File: src/rtl/trace_print_scheduler.sv
// Round-robin scheduler turning Hack PC-change and data-write debug events into ASCII hex trace lines.
// Define TRACE_TIMESTAMP_EN to prefix each line with a 16-bit capture timestamp (17-byte lines).
module trace_print_scheduler #(
    parameter int unsigned DROP_W = 8
) (
    input  logic              clk,
    input  logic              reset,
    input  logic              trace_en,
    input  logic [14:0]       debug_pc,
    input  logic [15:0]       debug_inst,
    input  logic              debug_write_mem,
    input  logic [14:0]       debug_address_mem,
    input  logic [15:0]       debug_out_mem,
    output logic [7:0]        tx_data,
    output logic              tx_valid,
    input  logic              tx_ready,
    output logic              busy,
    output logic [DROP_W-1:0] drop_count,
    output logic              overflow
);

    typedef enum logic {ST_IDLE, ST_SEND} state_e;
    typedef enum logic {GR_PC, GR_MEM} grant_e;

    typedef struct packed {
        logic [14:0] key;
        logic [15:0] val;
`ifdef TRACE_TIMESTAMP_EN
        logic [15:0] ts;
`endif
    } slot_t;

`ifdef TRACE_TIMESTAMP_EN
    localparam logic [4:0] LAST_IDX = 5'd16;
`else
    localparam logic [4:0] LAST_IDX = 5'd11;
`endif

    state_e             state_q, state_d;
    grant_e             last_grant_q, last_grant_d;
    logic [14:0]        pc_last_q;
    logic               pc_vld_q, pc_vld_d;
    logic               mem_vld_q, mem_vld_d;
    slot_t              pc_slot_q, pc_slot_d;
    slot_t              mem_slot_q, mem_slot_d;
    slot_t              line_q, line_d;
    logic               line_mem_q, line_mem_d;
    logic [4:0]         byte_idx_q, byte_idx_d;
    logic [DROP_W-1:0]  drop_q, drop_d;
    logic               ovf_q, ovf_d;
`ifdef TRACE_TIMESTAMP_EN
    logic [15:0]        ts_q;
`endif

    logic               pc_ev, mem_ev;
    logic               grant_pc, grant_mem;
    logic               pc_drop, mem_drop;
    logic [7:0]         tx_byte;

    function automatic logic [7:0] hex_char(input logic [3:0] n);
        hex_char = (n < 4'd10) ? (8'h30 + {4'h0, n}) : (8'h37 + {4'h0, n});
    endfunction

    function automatic logic [3:0] nib(input logic [15:0] v, input logic [1:0] k);
        case (k)
            2'd0:    nib = v[15:12];
            2'd1:    nib = v[11:8];
            2'd2:    nib = v[7:4];
            default: nib = v[3:0];
        endcase
    endfunction

    // Body of a line without any timestamp prefix: tag, ' ', key, ' ', value, LF.
    function automatic logic [7:0] field_byte(input logic [4:0] idx, input logic is_mem,
                                              input logic [15:0] key16, input logic [15:0] val);
        logic [4:0] koff;
        logic [4:0] voff;
        koff = idx - 5'd2;
        voff = idx - 5'd7;
        case (idx)
            5'd0:                      field_byte = is_mem ? 8'h57 : 8'h50;
            5'd1, 5'd6:                field_byte = 8'h20;
            5'd2, 5'd3, 5'd4, 5'd5:    field_byte = hex_char(nib(key16, koff[1:0]));
            5'd7, 5'd8, 5'd9, 5'd10:   field_byte = hex_char(nib(val, voff[1:0]));
            5'd11:                     field_byte = 8'h0A;
            default:                   field_byte = 8'h00;
        endcase
    endfunction

    assign pc_ev  = trace_en && (debug_pc != pc_last_q);
    assign mem_ev = trace_en && debug_write_mem;

    always_comb begin
        state_d      = state_q;
        last_grant_d = last_grant_q;
        line_d       = line_q;
        line_mem_d   = line_mem_q;
        byte_idx_d   = byte_idx_q;
        grant_pc     = 1'b0;
        grant_mem    = 1'b0;
        if (state_q == ST_IDLE) begin
            // Round-robin pointer only moves when both sources contend.
            if (pc_vld_q && mem_vld_q) begin
                if (last_grant_q == GR_MEM) begin
                    grant_pc     = 1'b1;
                    last_grant_d = GR_PC;
                end else begin
                    grant_mem    = 1'b1;
                    last_grant_d = GR_MEM;
                end
            end else if (pc_vld_q) begin
                grant_pc = 1'b1;
            end else if (mem_vld_q) begin
                grant_mem = 1'b1;
            end
            if (grant_pc) begin
                line_d     = pc_slot_q;
                line_mem_d = 1'b0;
                byte_idx_d = '0;
                state_d    = ST_SEND;
            end else if (grant_mem) begin
                line_d     = mem_slot_q;
                line_mem_d = 1'b1;
                byte_idx_d = '0;
                state_d    = ST_SEND;
            end
        end else begin
            if (tx_ready) begin
                if (byte_idx_q == LAST_IDX) begin
                    state_d = ST_IDLE;
                end else begin
                    byte_idx_d = byte_idx_q + 5'd1;
                end
            end
        end
    end

    // A slot being granted this cycle counts as empty, so a same-edge capture is not a drop.
    always_comb begin
        pc_vld_d   = pc_vld_q && !grant_pc;
        pc_slot_d  = pc_slot_q;
        pc_drop    = 1'b0;
        mem_vld_d  = mem_vld_q && !grant_mem;
        mem_slot_d = mem_slot_q;
        mem_drop   = 1'b0;
        if (pc_ev) begin
            if (!pc_vld_q || grant_pc) begin
                pc_vld_d      = 1'b1;
                pc_slot_d.key = debug_pc;
                pc_slot_d.val = debug_inst;
`ifdef TRACE_TIMESTAMP_EN
                pc_slot_d.ts  = ts_q;
`endif
            end else begin
                pc_drop = 1'b1;
            end
        end
        if (mem_ev) begin
            if (!mem_vld_q || grant_mem) begin
                mem_vld_d      = 1'b1;
                mem_slot_d.key = debug_address_mem;
                mem_slot_d.val = debug_out_mem;
`ifdef TRACE_TIMESTAMP_EN
                mem_slot_d.ts  = ts_q;
`endif
            end else begin
                mem_drop = 1'b1;
            end
        end
    end

    always_comb begin
        drop_d = drop_q;
        ovf_d  = ovf_q || pc_drop || mem_drop;
        if (pc_drop && (drop_d != '1)) begin
            drop_d = drop_d + DROP_W'(1);
        end
        if (mem_drop && (drop_d != '1)) begin
            drop_d = drop_d + DROP_W'(1);
        end
    end

    always_comb begin
        tx_byte = 8'h00;
`ifdef TRACE_TIMESTAMP_EN
        if (byte_idx_q < 5'd4) begin
            tx_byte = hex_char(nib(line_q.ts, byte_idx_q[1:0]));
        end else if (byte_idx_q == 5'd4) begin
            tx_byte = 8'h20;
        end else begin
            tx_byte = field_byte(byte_idx_q - 5'd5, line_mem_q, {1'b0, line_q.key}, line_q.val);
        end
`else
        tx_byte = field_byte(byte_idx_q, line_mem_q, {1'b0, line_q.key}, line_q.val);
`endif
    end

    assign tx_valid   = (state_q == ST_SEND);
    assign tx_data    = tx_valid ? tx_byte : 8'h00;
    assign busy       = (state_q != ST_IDLE) || pc_vld_q || mem_vld_q;
    assign drop_count = drop_q;
    assign overflow   = ovf_q;

    always_ff @(posedge clk or posedge reset) begin
        if (reset) begin
            state_q      <= ST_IDLE;
            last_grant_q <= GR_MEM;
            pc_last_q    <= '0;
            pc_vld_q     <= 1'b0;
            mem_vld_q    <= 1'b0;
            pc_slot_q    <= '0;
            mem_slot_q   <= '0;
            line_q       <= '0;
            line_mem_q   <= 1'b0;
            byte_idx_q   <= '0;
            drop_q       <= '0;
            ovf_q        <= 1'b0;
        end else begin
            state_q      <= state_d;
            last_grant_q <= last_grant_d;
            pc_last_q    <= debug_pc;
            pc_vld_q     <= pc_vld_d;
            mem_vld_q    <= mem_vld_d;
            pc_slot_q    <= pc_slot_d;
            mem_slot_q   <= mem_slot_d;
            line_q       <= line_d;
            line_mem_q   <= line_mem_d;
            byte_idx_q   <= byte_idx_d;
            drop_q       <= drop_d;
            ovf_q        <= ovf_d;
        end
    end

`ifdef TRACE_TIMESTAMP_EN
    always_ff @(posedge clk or posedge reset) begin
        if (reset) begin
            ts_q <= '0;
        end else begin
            ts_q <= ts_q + 16'd1;
        end
    end
`endif

endmodule

File: config.mk
export PLATFORM = sky130hd
export DESIGN_NAME = trace_print_scheduler
export DESIGN_NICKNAME = d
export VERILOG_FILES = /design/src/rtl/trace_print_scheduler.sv
export SDC_FILE = /design/constraint.sdc
export NUM_CORES = 1
export LEC_CHECK = 0
export ABC_AREA = 1
export CAP_MARGIN = 25
export CORE_MARGIN = 3
export CORE_UTILIZATION = 45
export CTS_CLUSTER_DIAMETER = 50
export CTS_CLUSTER_SIZE = 40
export DETAILED_ROUTE_END_ITERATION = 10
export HOLD_SLACK_MARGIN = 0.08
export PLACE_DENSITY = 0.7
export RECOVER_POWER = 100
export SLEW_MARGIN = 20
export SYNTH_ARGS = -nofsm -noshare
export SYNTH_HDL_FRONTEND = slang
export SYNTH_SLANG_ARGS = --single-unit
File: constraint.sdc
create_clock -name clk -period 6.62 [get_ports clk]
set_input_delay 1.986 -clock clk [delete_from_list [all_inputs] [get_ports clk]]
set_output_delay 1.986 -clock clk [all_outputs]
set_load 0.01 [all_outputs]
==> out/results.txt, run 1 <==
The kind of critical path was in -> reg. No sink is reached through more buffers than the 2 on the longest clock path. Row generation in the floorplan step produced 42 rows. Across every metal layer, demand over resource in global routing totals 20.64%. The number of nets in the layout is 880, and the depth of the CTS H-tree is 4. The share of total power dissipated in sequential elements is 36.9%. The x dimension of the die came out at 123.8 microns. The count of nets left with antenna violations once routing finished came out at 0. By area the synthesized netlist is led by sky130_fd_sc_hd__dfrtp_1 (50%), sky130_fd_sc_hd__nand2_1 (8.5%), sky130_fd_sc_hd__mux2_2 (7.2%), sky130_fd_sc_hd__inv_1 (5.6%), sky130_fd_sc_hd__o21ai_0 (5.4%).

The initial core utilization was 46.61%. Launch instance of the worst register-to-register path: last_grant_q. Layout overhead on the synthesized area: 25.54%.

For the reg2reg setup slack, the log shows 2.17 ns. 86 I/O pins were placed. In this run, distinct cell masters in the synthesized netlist total 42. Clock tree synthesis selected as its root buffer the cell sky130_fd_sc_hd__clkbuf_16. Setup slack closes at 1.098 ns. Data arrives at the worst endpoint at 5.83 ns. The total overflow left after global routing is 0.

In the final routed layout, each cell accounts on average for 14.74 microns. The largest fanout on the critical path came out at 23. Summing the sequential cell areas from Yosys gives 50.90% of the chip area. During synthesis, Yosys emitted a total of 0 warnings. Of the total power, the clock network draws 28.9%. The final reports fail on capacitance limit, slew limit.

TritonCTS built the clock tree. The launching element of the worst setup path is debug_pc[13]. The standby leakage power was 3.791 nW; the cell area after layout was 7841 sq um. At the worst endpoint, the required time is 6.92 ns. The pin count of the biggest net entering global routing came out at 66.

The first detailed-routing pass took 6 iterations. Dividing total power by cell area gives a power density of 437.7 nW/um^2. Clock tree synthesis inserted a total of 17 buffers.

The final layout contains routed wiring with a total length of 14630 microns. The count of flip-flops with a built-in enable after synthesis was 0. The most critical setup path has its endpoint at pc_slot_q[29]. The tool flagged a number of max-cap violations equal to 3.

At the pin with the least slew margin, the transition time is 2.872 ns. Per report_power, the combinational group accounts for 34.1% of the total. The first global-routing pass estimated 24700 microns of wire. The clock drives 127 sinks. Placer congestion estimate: 0.9208. In this run the tool buffered the top-level ports with 84 buffer cells.

Dividing the detail-routed via count by the number of cells gives 5.157. Number of antenna violations at the first check in global routing: 0. The internal portion of the total power is 2.243 mW. The run gives 202.6 uV as the highest ir drop seen on vdd. In this run, post-CTS repair resized a total of 0 instances. The area of the die is 15330 sq um.

The most instantiated flip-flop cell in the synthesis netlist was sky130_fd_sc_hd__dfrtp_1. Counting every instance in the synthesized netlist gives 721. Summing all multi-input logic gate instances after layout gives 2530 sq um. The number of inserted diodes was 0. For this design, the slowest cell found on the critical path is sky130_fd_sc_hd__nor2_1. Dividing the synthesized area by the synthesized cell count gives 8.663 sq um.

The maximum achievable frequency came out at 181.1 MHz. The run gives 1190 as the number of filler instances in the final layout. The floorplan step defined a core boundary enclosing 13400 sq um. Number of buffers added for setup after CTS: 0. In this run switching power makes up 34.65% of total power. The tools report the type of element capturing the critical path as a register. The final critical path time including I/O delays and setup came out at 5.522 ns.

For the final count of hold timing violations, the log shows 0. The top-area cell type share of the netlist area is 50.48%, and the count of buffering cells on the critical path with inverters included is 3. Setup violations remaining at the end of the flow were counted as 0.

The number of cells traversed by the worst register-to-register path came out at 8. The number of hold buffers added after CTS was 0. The critical hold path startpoint was line_q[19]. Setup repair after global routing left no endpoint under its margin. The vias after detailed routing is 5121. For the post-place setup slack, the log shows 1.870 ns. The proportion of synthesized flip-flops having asynchronous set or reset is 100.0%, and the total DRC errors in the routed layout is 0.

After the first detailed-routing iteration, the DRC count stood at 302. Traced cell by cell, the critical path runs through dlygate4sd3_1 > nand2_1 > inv_2 > nor2_1 > nor2_1 > nand2_1 > nor2_1 > nand2_1 > nand2_1 > nor2_1 > clkbuf_1 > mux2_2. The run gives -92.52% as the headroom to the max-slew limit. The worst setup path is launched from an input pin.

In this run the cell area of the synthesized design comes to 6246 sq um. Clock-pin slew was measured on the worst setup and hold paths at 0.05 ns. The synthesized design spends more area on one cell type than any other, namely sky130_fd_sc_hd__dfrtp_1.

The cell family with the largest share of critical-path delay was simple AND/OR/NAND/NOR gates. Registers take 3179 sq um. For the total net switching power, the log shows 1.189 mW. The logs give 7216 sq um for the placed standard-cell area and 0.005416 ns for the worst clock skew. The run finished, with violations left. The number of synthesized register bits was 127. The synthesized net count was 797. The delay of the slowest cell on the worst path is 1.30 ns, and the share of cells above drive strength 1 is 12.00%.

The floorplan step set the die height to 123.8 microns. Dividing the final minimum period by the clock period gives 83.41%. The final-report max-slew violation count is 150. The number of global-route vias before repair was 5184; the number of stages on the worst setup path was 12.

The summed negative setup slack over all endpoints is 0 ns, and the depth of the worst hold-timing path is 2. The tightest min-delay check is of the reg -> reg type. After legalization and detailed placement, the total HPWL measured 10500 microns.

In this run the critical register-to-register path is captured at mem_slot_q[2]. For the source-to-sink clock delay at the later pin of the worst-skew pair, the log shows 0.42 ns.
per-stage QoR:
| step | cells | util (%) | hold slack (ns) | power (mW) |
|---|---|---|---|---|
| 4_1_cts | 991 | 58.63 | 0.4834 | 3.476 |
| 3_3_place_gp | 959 | 53.85 | 0.4730 | 2.419 |
| 6_report | 993 | 58.52 | 0.4762 | 3.432 |
| 3_5_place_dp | 959 | 53.85 | 0.4711 | 2.469 |
| 5_1_grt | 993 | 58.52 | 0.5150 | 3.688 |
| 2_1_floorplan | 721 | - | 0.4422 | 2.044 |
placed cells by master (no fill, tap or decap), drive strengths merged, types with 5 or more instances in the layout:
cell type	n
mux2	44
dfrtp	126
ha	9
clkdlybuf4s50	49
nand3	25
clkinv	6
o21ai	73
nor3	11
clkbuf	24
o22ai	20
dlygate4sd3	35
nand4	5
inv	104
o21a	10
a21oi	26
nor2	79
nand2	142
cell families after synthesis:
group	count (synthesis)	synth area share [%]
AO/OA/AOI/OAI	137	12.54
XOR/XNOR	6	0.8415
adder cells (fa/ha/maj)	9	1.803
buffers and inverters	131	8.353
flip-flops	127	50.90
multiplexers	44	7.933
other	1	0.06004
AND/OR/NAND/NOR	266	17.57
registers in the layout (all words and copies together) (netlist names):
signal,cells
byte_idx_q,5
drop_count,8
last_grant_q,1
line_mem_q,1
line_q,31
mem_slot_q,31
mem_vld_q,1
overflow,1
pc_last_q,15
pc_slot_q,31
pc_vld_q,1
tx_valid,1
metal layers:
metal	vias to the layer above	wire (microns)	global-route usage (%)
met3	18	755	5.540
li1	2503	-	-
met4	0	186	7.128
met1	2463	6909	28.40
met2	137	6781	31.67
met5	-	0	0
tightest hold or removal path: stages, from the launching register on:
cell                      delay [ns]
sky130_fd_sc_hd__dfrtp_1        0.33
sky130_fd_sc_hd__nand2_1        0.05
sky130_fd_sc_hd__o21ai_0        0.06
power by group through the flow:
stage / combinational (mW) / sequential, mW / clock [mW]
floorplan: 0.826 / 1.22 / 0
global placement: 1.15 / 1.27 / 0
detailed placement: 1.19 / 1.28 / 0
CTS: 1.20 / 1.27 / 1.01
global route: 1.34 / 1.31 / 1.05
finish: 1.17 / 1.27 / 0.993
area by class of cell:
class / count / area share (%)
clock buffer: 21 / 6.127
clock inverter: 11 / 2.042
inverter: 106 / 5.090
multi-input combinational: 463 / 32.26
sequential: 127 / 40.55
tap: 176 / 2.808
timing repair buffer: 89 / 11.12
cell usage after synthesis (2+ instances only):
master / n
sky130_fd_sc_hd__clkbuf_1: 15
sky130_fd_sc_hd__nor3_1: 10
sky130_fd_sc_hd__xnor2_1: 3
sky130_fd_sc_hd__o21ai_0: 68
sky130_fd_sc_hd__a21oi_2: 2
sky130_fd_sc_hd__xor2_1: 3
sky130_fd_sc_hd__nand2_1: 141
sky130_fd_sc_hd__a31oi_1: 2
sky130_fd_sc_hd__o21a_1: 10
sky130_fd_sc_hd__nand4_1: 4
sky130_fd_sc_hd__ha_1: 9
sky130_fd_sc_hd__inv_1: 93
sky130_fd_sc_hd__inv_2: 12
sky130_fd_sc_hd__nor2_2: 5
sky130_fd_sc_hd__buf_2: 6
sky130_fd_sc_hd__mux2_1: 4
sky130_fd_sc_hd__nand3_1: 24
sky130_fd_sc_hd__nor4_1: 3
sky130_fd_sc_hd__buf_6: 2
sky130_fd_sc_hd__o21ai_1: 3
sky130_fd_sc_hd__o21ai_2: 2
sky130_fd_sc_hd__buf_4: 2
sky130_fd_sc_hd__mux2_2: 40
sky130_fd_sc_hd__nor2_1: 74
sky130_fd_sc_hd__o22ai_1: 20
sky130_fd_sc_hd__a21oi_1: 23
sky130_fd_sc_hd__dfrtp_1: 126
how the worst min path moves through the flow:
stage	end	slack, ns
2_1_floorplan	line_mem_q	0.44
3_3_place_gp	line_q[19]	0.47
3_5_place_dp	line_q[19]	0.47
4_1_cts	line_q[19]	0.48
5_1_grt	mem_slot_q[30]	0.52
6_report	line_q[19]	0.48
(Power assumes the default switching activity.)
==> run 2, diff against run 1 <==
==> constraint.sdc (replaced) <==
create_clock -name clk -period 5.4 [get_ports clk]
set_input_delay 1.62 -clock clk [delete_from_list [all_inputs] [get_ports clk]]
set_output_delay 1.62 -clock clk [all_outputs]
set_load 0.01 [all_outputs]
==> run 2 against run 1 <==
The run still ends with capacitance limit, slew limit left. First-iteration DRC count grew 9.3%. Combinational power up 22%. Routed wire length shrank 1.0%. Sequential share of layout area rose by 0.29 points. Non-clock buffer count increased by 1. Sequential power is 23% higher. Via count decreased by 0.53%. Die area did not move. Cell count did not move. Highest routed layer unchanged.
==> out/results.txt, run 2 (synthesized netlist as in run 1, its figures left out) <==
Walking the worst path, the cells encountered are inv_1 > ha_1 > clkinv_1 > o21ai_0 > o22ai_1 > nand2_1 > nand2_1 > inv_1 > o21ai_1 > o211ai_1 > a31oi_1 > dlygate4sd3_1. The checks that failed: capacitance limit, slew limit. After global routing, the most crowded layer is met2.

In this run the clock root is driven by a sky130_fd_sc_hd__clkbuf_16. Adding up every negative setup slack in the final design gives 0 ns. Along the worst path, the maximum fanout reaches 9. In the final routed layout, each cell accounts on average for 14.59 microns.

In this run, post-CTS hold repair placed 0 buffers. For the source-to-sink clock delay at the later pin of the worst-skew pair, the log shows 0.41 ns. Global routing used 27.92% of the available met1 tracks. Maximum achievable frequency: 202.0 MHz.

The type of element capturing the critical path is a primary output. The final critical path time including I/O delays and setup is 4.950 ns. The number of global-route vias before repair came out at 5185. Post-CTS repair changed the size of 0 cells. The delay of the slowest cell on the worst path is 0.62 ns, and the total iterations of the first detailed-routing run is 5. Number of nets in the layout: 881.

In this run the worst hold path is classified as reg -> reg. Entering global routing, the biggest net connects 79 pins. The slowest stage of the critical path belongs to the cell sky130_fd_sc_hd__dlygate4sd3_1.

CTS built an H-tree with a depth of 4. Once the floorplan was initialized, standard cells occupied 46.61% of the core. The count of clock tree sinks is 127, and the largest buffer count on any clock path is 2. The design draws 4.086 mW. The flow ran to the end, but the final reports show violations.

The final worst hold slack was 0.4925 ns. The tools report the arrival time at the worst endpoint as 3.33 ns. The repair_antennas step left the layout with diodes totalling 0. The fraction of the cycle the final worst path needs is 91.66%. Of the cells placed in the final design, the portion with a size suffix greater than 1 is 11.26%.

Layout overhead on the synthesized area: 24.66%. The run gives 42 as the number of standard-cell rows in the floorplan. The detailed router finished its first iteration with 330 violations. The run gives 131 as the final-report max-slew violation count.

The clock edge transition at the registers on the reported setup and hold paths was 0.05 ns. For the worst setup path, the data required time is 3.78 ns. Dividing the detail-routed via count by the number of cells gives 5.130. Setup repair after global routing left no endpoint under its margin. The x dimension of the die is 123.8 microns, and the count of buffering cells on the critical path with inverters included is 4. The standby leakage power came out at 3.753 nW. Worst-margin pin slew: 2.259 ns. Setup violations remaining at the end of the flow were counted as 0. The power density over cell area works out to 524.7 nW/um^2.

Critical hold path startpoint: line_q[27]. The highest ir drop seen on vdd was 236.0 uV. The logs give 5094 for the vias after detailed routing and 17 for the number of buffers created by CTS. The launching element of the worst setup path was byte_idx_q[0]. Global routing finished with a remaining overflow of 0.

TritonCTS built the clock tree. The kind of critical path was reg -> out. In the layout the commonest cells are sky130_fd_sc_hd__nand2_1 (141), sky130_fd_sc_hd__dfrtp_1 (126), sky130_fd_sc_hd__inv_1 (94), sky130_fd_sc_hd__nor2_1 (73), sky130_fd_sc_hd__o21ai_0 (69). In the final layout, the registers with the most flip-flops are line_q: 31 flops, mem_slot_q: 31 flops, pc_slot_q: 31 flops. Across the run, the number of max-cap violations was 3.

The run gives 0 as the final count of hold timing violations. For this design the top-level I/O count stands at 86. Placer congestion estimate: 0.9257.

For the number of buffers added for setup after CTS, the log shows 0. The critical path launch point type was a register. For this run, design rule violations remaining after detail routing come to 0. The number of buffer cells added on primary ports was 84; the overall track demand over capacity in global routing was 20.39%.

The area of the die came out at 15330 sq um. Global routing used 4.133% of the available met3 tracks. The total half-perimeter wirelength after legalization and detailed placement was 10470 microns; the final core utilization was 58.10%. The most common cell after layout, fill and taps aside is sky130_fd_sc_hd__nand2_1. In this run the vertical extent of the chip is 123.8 microns. The logs give 13400 sq um for the core area and 0 for the number of antenna violations at the first check in global routing. The wire length of the first global-routing pass is 24610 microns. In this run the critical register-to-register path is launched from tx_valid. Grouping stages by cell kind, the critical path spends the most delay in buffers and inverters. The tools report the worst clock skew as 0.006082 ns.

The routed design has 14480 microns of wire. The headroom to the max-slew limit is -51.45%, and the post-detailed-route count of antenna-violating nets is 0. In the global route stage, met2 resource usage came out at 32.27%.
==> run 2: per-stage QoR <==
stage | area, sq um | instances | worst slack [ns]
floorplan | 6246 | 721 | 0.3974
global placement | 7251 | 962 | 1.092
detailed placement | 7251 | 962 | 1.022
CTS | 7819 | 993 | 0.5810
global route | 7786 | 993 | 0.1525
finish | 7786 | 993 | 0.4503
==> run 2: area by class of cell <==
cell class | instances | area (sq um)
inverter | 106 | 399.1
clock buffer | 25 | 485.5
tap | 176 | 220.2
sequential | 127 | 3179
fill | 1143 | 5614
multi-input combinational | 463 | 2532
timing repair buffer | 90 | 887.1
clock inverter | 6 | 82.58
==> run 2: final timing paths <==
path                                end  slack [ns]  depth (start not counted)
max                          tx_data[2]        0.45                         12
min                          line_q[27]        0.49                          2
max reg2reg                   line_q[6]        1.94                          6
min reg2reg                  line_q[27]        0.49                          2
max in group asynchronous  last_grant_q        1.91                          3
min in group asynchronous      tx_valid        2.27                          2
==> run 2: metal layers <==
metal	up-vias	part of all wire, %	wire, microns
met3	20	4.8	693
li1	2510	-	-
met2	129	46	6694
met5	-	0	0
met4	0	1.6	233
met1	2435	47	6862
==> run 2: worst register-to-register path, delay by kind of cell, from the launching register on <==
kind | cells | cell delay (ns)
flops | 1 | 0.50
buf+inv | 2 | 2.07
compound gates | 4 | 0.76
==> run 2: report_power, final <==
group	internal, mW	switching, mW
combinational	0.608	0.820
sequential	1.32	0.235
clock	0.711	0.388
==> run 3, diff against run 2 <==
--- a/config.mk
+++ b/config.mk
@@ -7,7 +7,7 @@
 export LEC_CHECK = 0
 export ABC_AREA = 1
 export CAP_MARGIN = 25
-export CORE_MARGIN = 3
+export CORE_MARGIN = 4
 export CORE_UTILIZATION = 45
 export CTS_CLUSTER_DIAMETER = 50
 export CTS_CLUSTER_SIZE = 40
@@ -15,6 +15,7 @@
 export HOLD_SLACK_MARGIN = 0.08
 export PLACE_DENSITY = 0.7
 export RECOVER_POWER = 100
+export SKIP_CTS_REPAIR_TIMING = 1
 export SLEW_MARGIN = 20
 export SYNTH_ARGS = -nofsm -noshare
 export SYNTH_HDL_FRONTEND = slang
==> run 3 against run 2 <==
The flow still finishes with violations (capacitance limit, slew limit). Highest routed layer unchanged. Routed wire length grew 3.8%. Largest power group unchanged. Largest cell class unchanged. Sequential power about the same. Setup slack better by 0.025 ns.
==> out/results.txt, run 3 (synthesized netlist as in run 1, its figures left out) <==
Once detail routing completed, the nets flagged for antenna violations numbered 0. TritonCTS built the clock tree. Across the run, the number of max-cap violations was 3. Once layout is complete, the utilization of the core stands at 58.89%.

The die covers 15830 sq um. The congestion estimate from routability-driven global placement came to 0.9026. The topmost layer with routed signal wires is met4. The smallest clock period supported by the final layout is computed as 4.924 ns. Reg2reg setup slack: 1.70 ns. The critical hold path startpoint is line_q[19]. In the final routed layout, each cell accounts on average for 15.12 microns. Across all setup checks in the final design, the least slack found is 0.4757 ns.

The class of the most critical hold timing path was reg -> reg. Summed over all layers, the routed wires come to 15030 microns. Compared with the post-synthesis result, the final layout area differs by 26.34%. The worst-margin pin slew is 3.018 ns. No sink is reached through more buffers than the 2 on the longest clock path.

After floorplanning, the core was divided into 42 placement rows. The first TritonRoute pass finished after 5 iterations. The tools report the final-report max-slew violation count as 152.

The source-to-sink clock delay at the later pin of the worst-skew pair is 0.42 ns. The logs give 5.23 ns for the arrival time at the worst endpoint and 4 for the depth of the CTS H-tree. The power density over cell area came out at 543.0 nW/um^2. The number of nets in the layout is 881.

The placed standard-cell area was 7251 sq um. The critical path required time was 5.71 ns; the fraction of the cycle the final worst path needs was 91.19%. Hold timing on the final database bottoms out at a slack of 0.4861 ns. Capture endpoint of the worst hold path: line_q[19]. The final count of hold timing violations is 0. The checks that failed: capacitance limit, slew limit. The share of cells above drive strength 1 is 11.98%, and the clock network power share is 30.0%.

The logs give 127 for the count of clock tree sinks and 3.805 nW for the standby leakage power. During placement, the flow inserted port buffers numbering 84. The run gives 0 ns as the summed negative setup slack over all endpoints.

STA classifies the critical path endpoint as a register. The run gives 755 microns as the wire length on met3. Along the worst path, the maximum fanout reaches 28. The worst hold path was traced through 2 stages.

The tools report the aggregate global routing overflow as 0. In this run the critical register-to-register path is captured at line_q[5]. STA classifies the critical path startpoint as an input pin. The run gives 0 as the number of antenna violations at the first check in global routing.

Entering global routing, the biggest net connects 80 pins. The total DRC errors in the routed layout is 0, and the worst clock skew is 0.006308 ns. The worst-case IR drop observed on VDD is 233.9 uV. Setup repair after global routing left no endpoint under its margin. The worst setup path is of the in -> reg kind. Headroom to the max-slew limit came out at -101.4%.

Of the total power, the share spent switching nets is 34.86%. The routed layout has 5128 vias. The worst register-to-register path has a depth of 6.

The met1 wire length was 7141 microns; the wire length of the first global-routing pass was 25390 microns. Global routing used 19.87% of the available tracks. Based on the critical path, the design can be clocked at up to 203.1 MHz. The detailed router finished its first iteration with 266 violations. Combinational logic is responsible for 33.7% of the overall power.

Setup violations remaining at the end of the flow were counted as 0. Leaving out fill and tap cells, the most frequent cells in the layout are sky130_fd_sc_hd__nand2_1 (141), sky130_fd_sc_hd__dfrtp_1 (126), sky130_fd_sc_hd__inv_1 (95), sky130_fd_sc_hd__nor2_1 (74), sky130_fd_sc_hd__o21ai_0 (69). The vias per cell is 5.159. The most common cell after layout, fill and taps aside was sky130_fd_sc_hd__nand2_1.

The startpoint identified for the worst register-to-register timing path is tx_valid. The finished cells cover 7891 sq um. In this run the count of I/O pins placed on the die edge is 86. The analysis attributes to net switching a power of 1.494 mW. The number of global-route vias before repair came out at 5174. The largest registers in the layout are line_q: 31 flops, mem_slot_q: 31 flops, pc_slot_q: 31 flops.

The clock edge transition at the registers on the reported setup and hold paths was 0.06 ns. The flow ran to the end, but the final reports show violations. Summed over all nets, wire length on met2 after detailed routing comes to 6953 microns. From left edge to right edge, the die measures 125.8 microns. The wire-length estimate of the detail-placed layout is 10570 microns. The core area is 13400 sq um, and the total internal power is 2.791 mW. The logs give 1.014 ns for the post-place setup slack and 17 for the number of buffers created by CTS. The number of antenna diodes in the final layout is 0.

From bottom edge to top edge, the die measures 125.8 microns. The root buffer cell chosen for the clock tree is sky130_fd_sc_hd__clkbuf_16. Proportion of power drawn by flip-flops and latches: 36.3%.

The initial utilization of the core area, before any placement, comes to 46.61%.
[run 3: stage by stage]
stage               power (mW)  std cells
floorplan                2.506        721
global placement         2.994        962
detailed placement       3.032        962
CTS                      4.346        994
global route             4.588        994
finish                   4.285        994
[run 3: routing by layer]
| metal | GRT usage [%] | vias up |
|---|---|---|
| li1 | - | 2519 |
| met1 | 27.47 | 2452 |
| met2 | 30.87 | 139 |
| met3 | 5.250 | 18 |
| met4 | 6.246 | 0 |
| met5 | 0 | - |
[run 3: worst max path at each step]
stage / from / to / slack [ns] / cells after the start
3_5_place_dp: byte_idx_q[0] / tx_data[6] / 1.01 / 12
4_1_cts: byte_idx_q[0] / tx_data[6] / 0.55 / 12
5_1_grt: debug_pc[9] / pc_slot_q[28] / 0.18 / 13
6_report: debug_pc[13] / pc_slot_q[28] / 0.48 / 13
3_3_place_gp: byte_idx_q[0] / tx_data[6] / 1.02 / 12
2_1_floorplan: reset / byte_idx_q[0] / 0.40 / 1
[run 3: power groups by stage]
stage          combinational, mW  clock (mW)  sequential, mW
5_1_grt                     1.64        1.36            1.59
3_5_place_dp                1.47           0            1.56
6_report                    1.44        1.29            1.56
2_1_floorplan               1.01           0            1.49
4_1_cts                     1.49        1.31            1.55
3_3_place_gp                1.44           0            1.56
[run 3: layout make-up]
| type | count | area [sq um] |
|---|---|---|
| Fill cell | 1170 | 5509 |
| Sequential cell | 127 | 3179 |
| Multi-Input combinational cell | 463 | 2530 |
| Timing Repair Buffer | 90 | 890.9 |
| Clock buffer | 20 | 466.7 |
| Inverter | 106 | 397.9 |
| Tap cell | 176 | 220.2 |
| Clock inverter | 12 | 206.4 |
[run 3: worst max-delay path, stage by stage]
cell and delay [ns]:
sky130_fd_sc_hd__dlygate4sd3_1 0.58, sky130_fd_sc_hd__nand2_1 0.10, sky130_fd_sc_hd__inv_2 0.03, sky130_fd_sc_hd__nor2_1 0.07, sky130_fd_sc_hd__nor2_1 0.04, sky130_fd_sc_hd__nand2_1 0.09, sky130_fd_sc_hd__nor2_1 0.06, sky130_fd_sc_hd__nand2_1 0.13
sky130_fd_sc_hd__nand2_1 0.11, sky130_fd_sc_hd__nor2_1 1.79, sky130_fd_sc_hd__buf_4 0.39, sky130_fd_sc_hd__nand2_1 0.10, sky130_fd_sc_hd__o21a_1 0.11
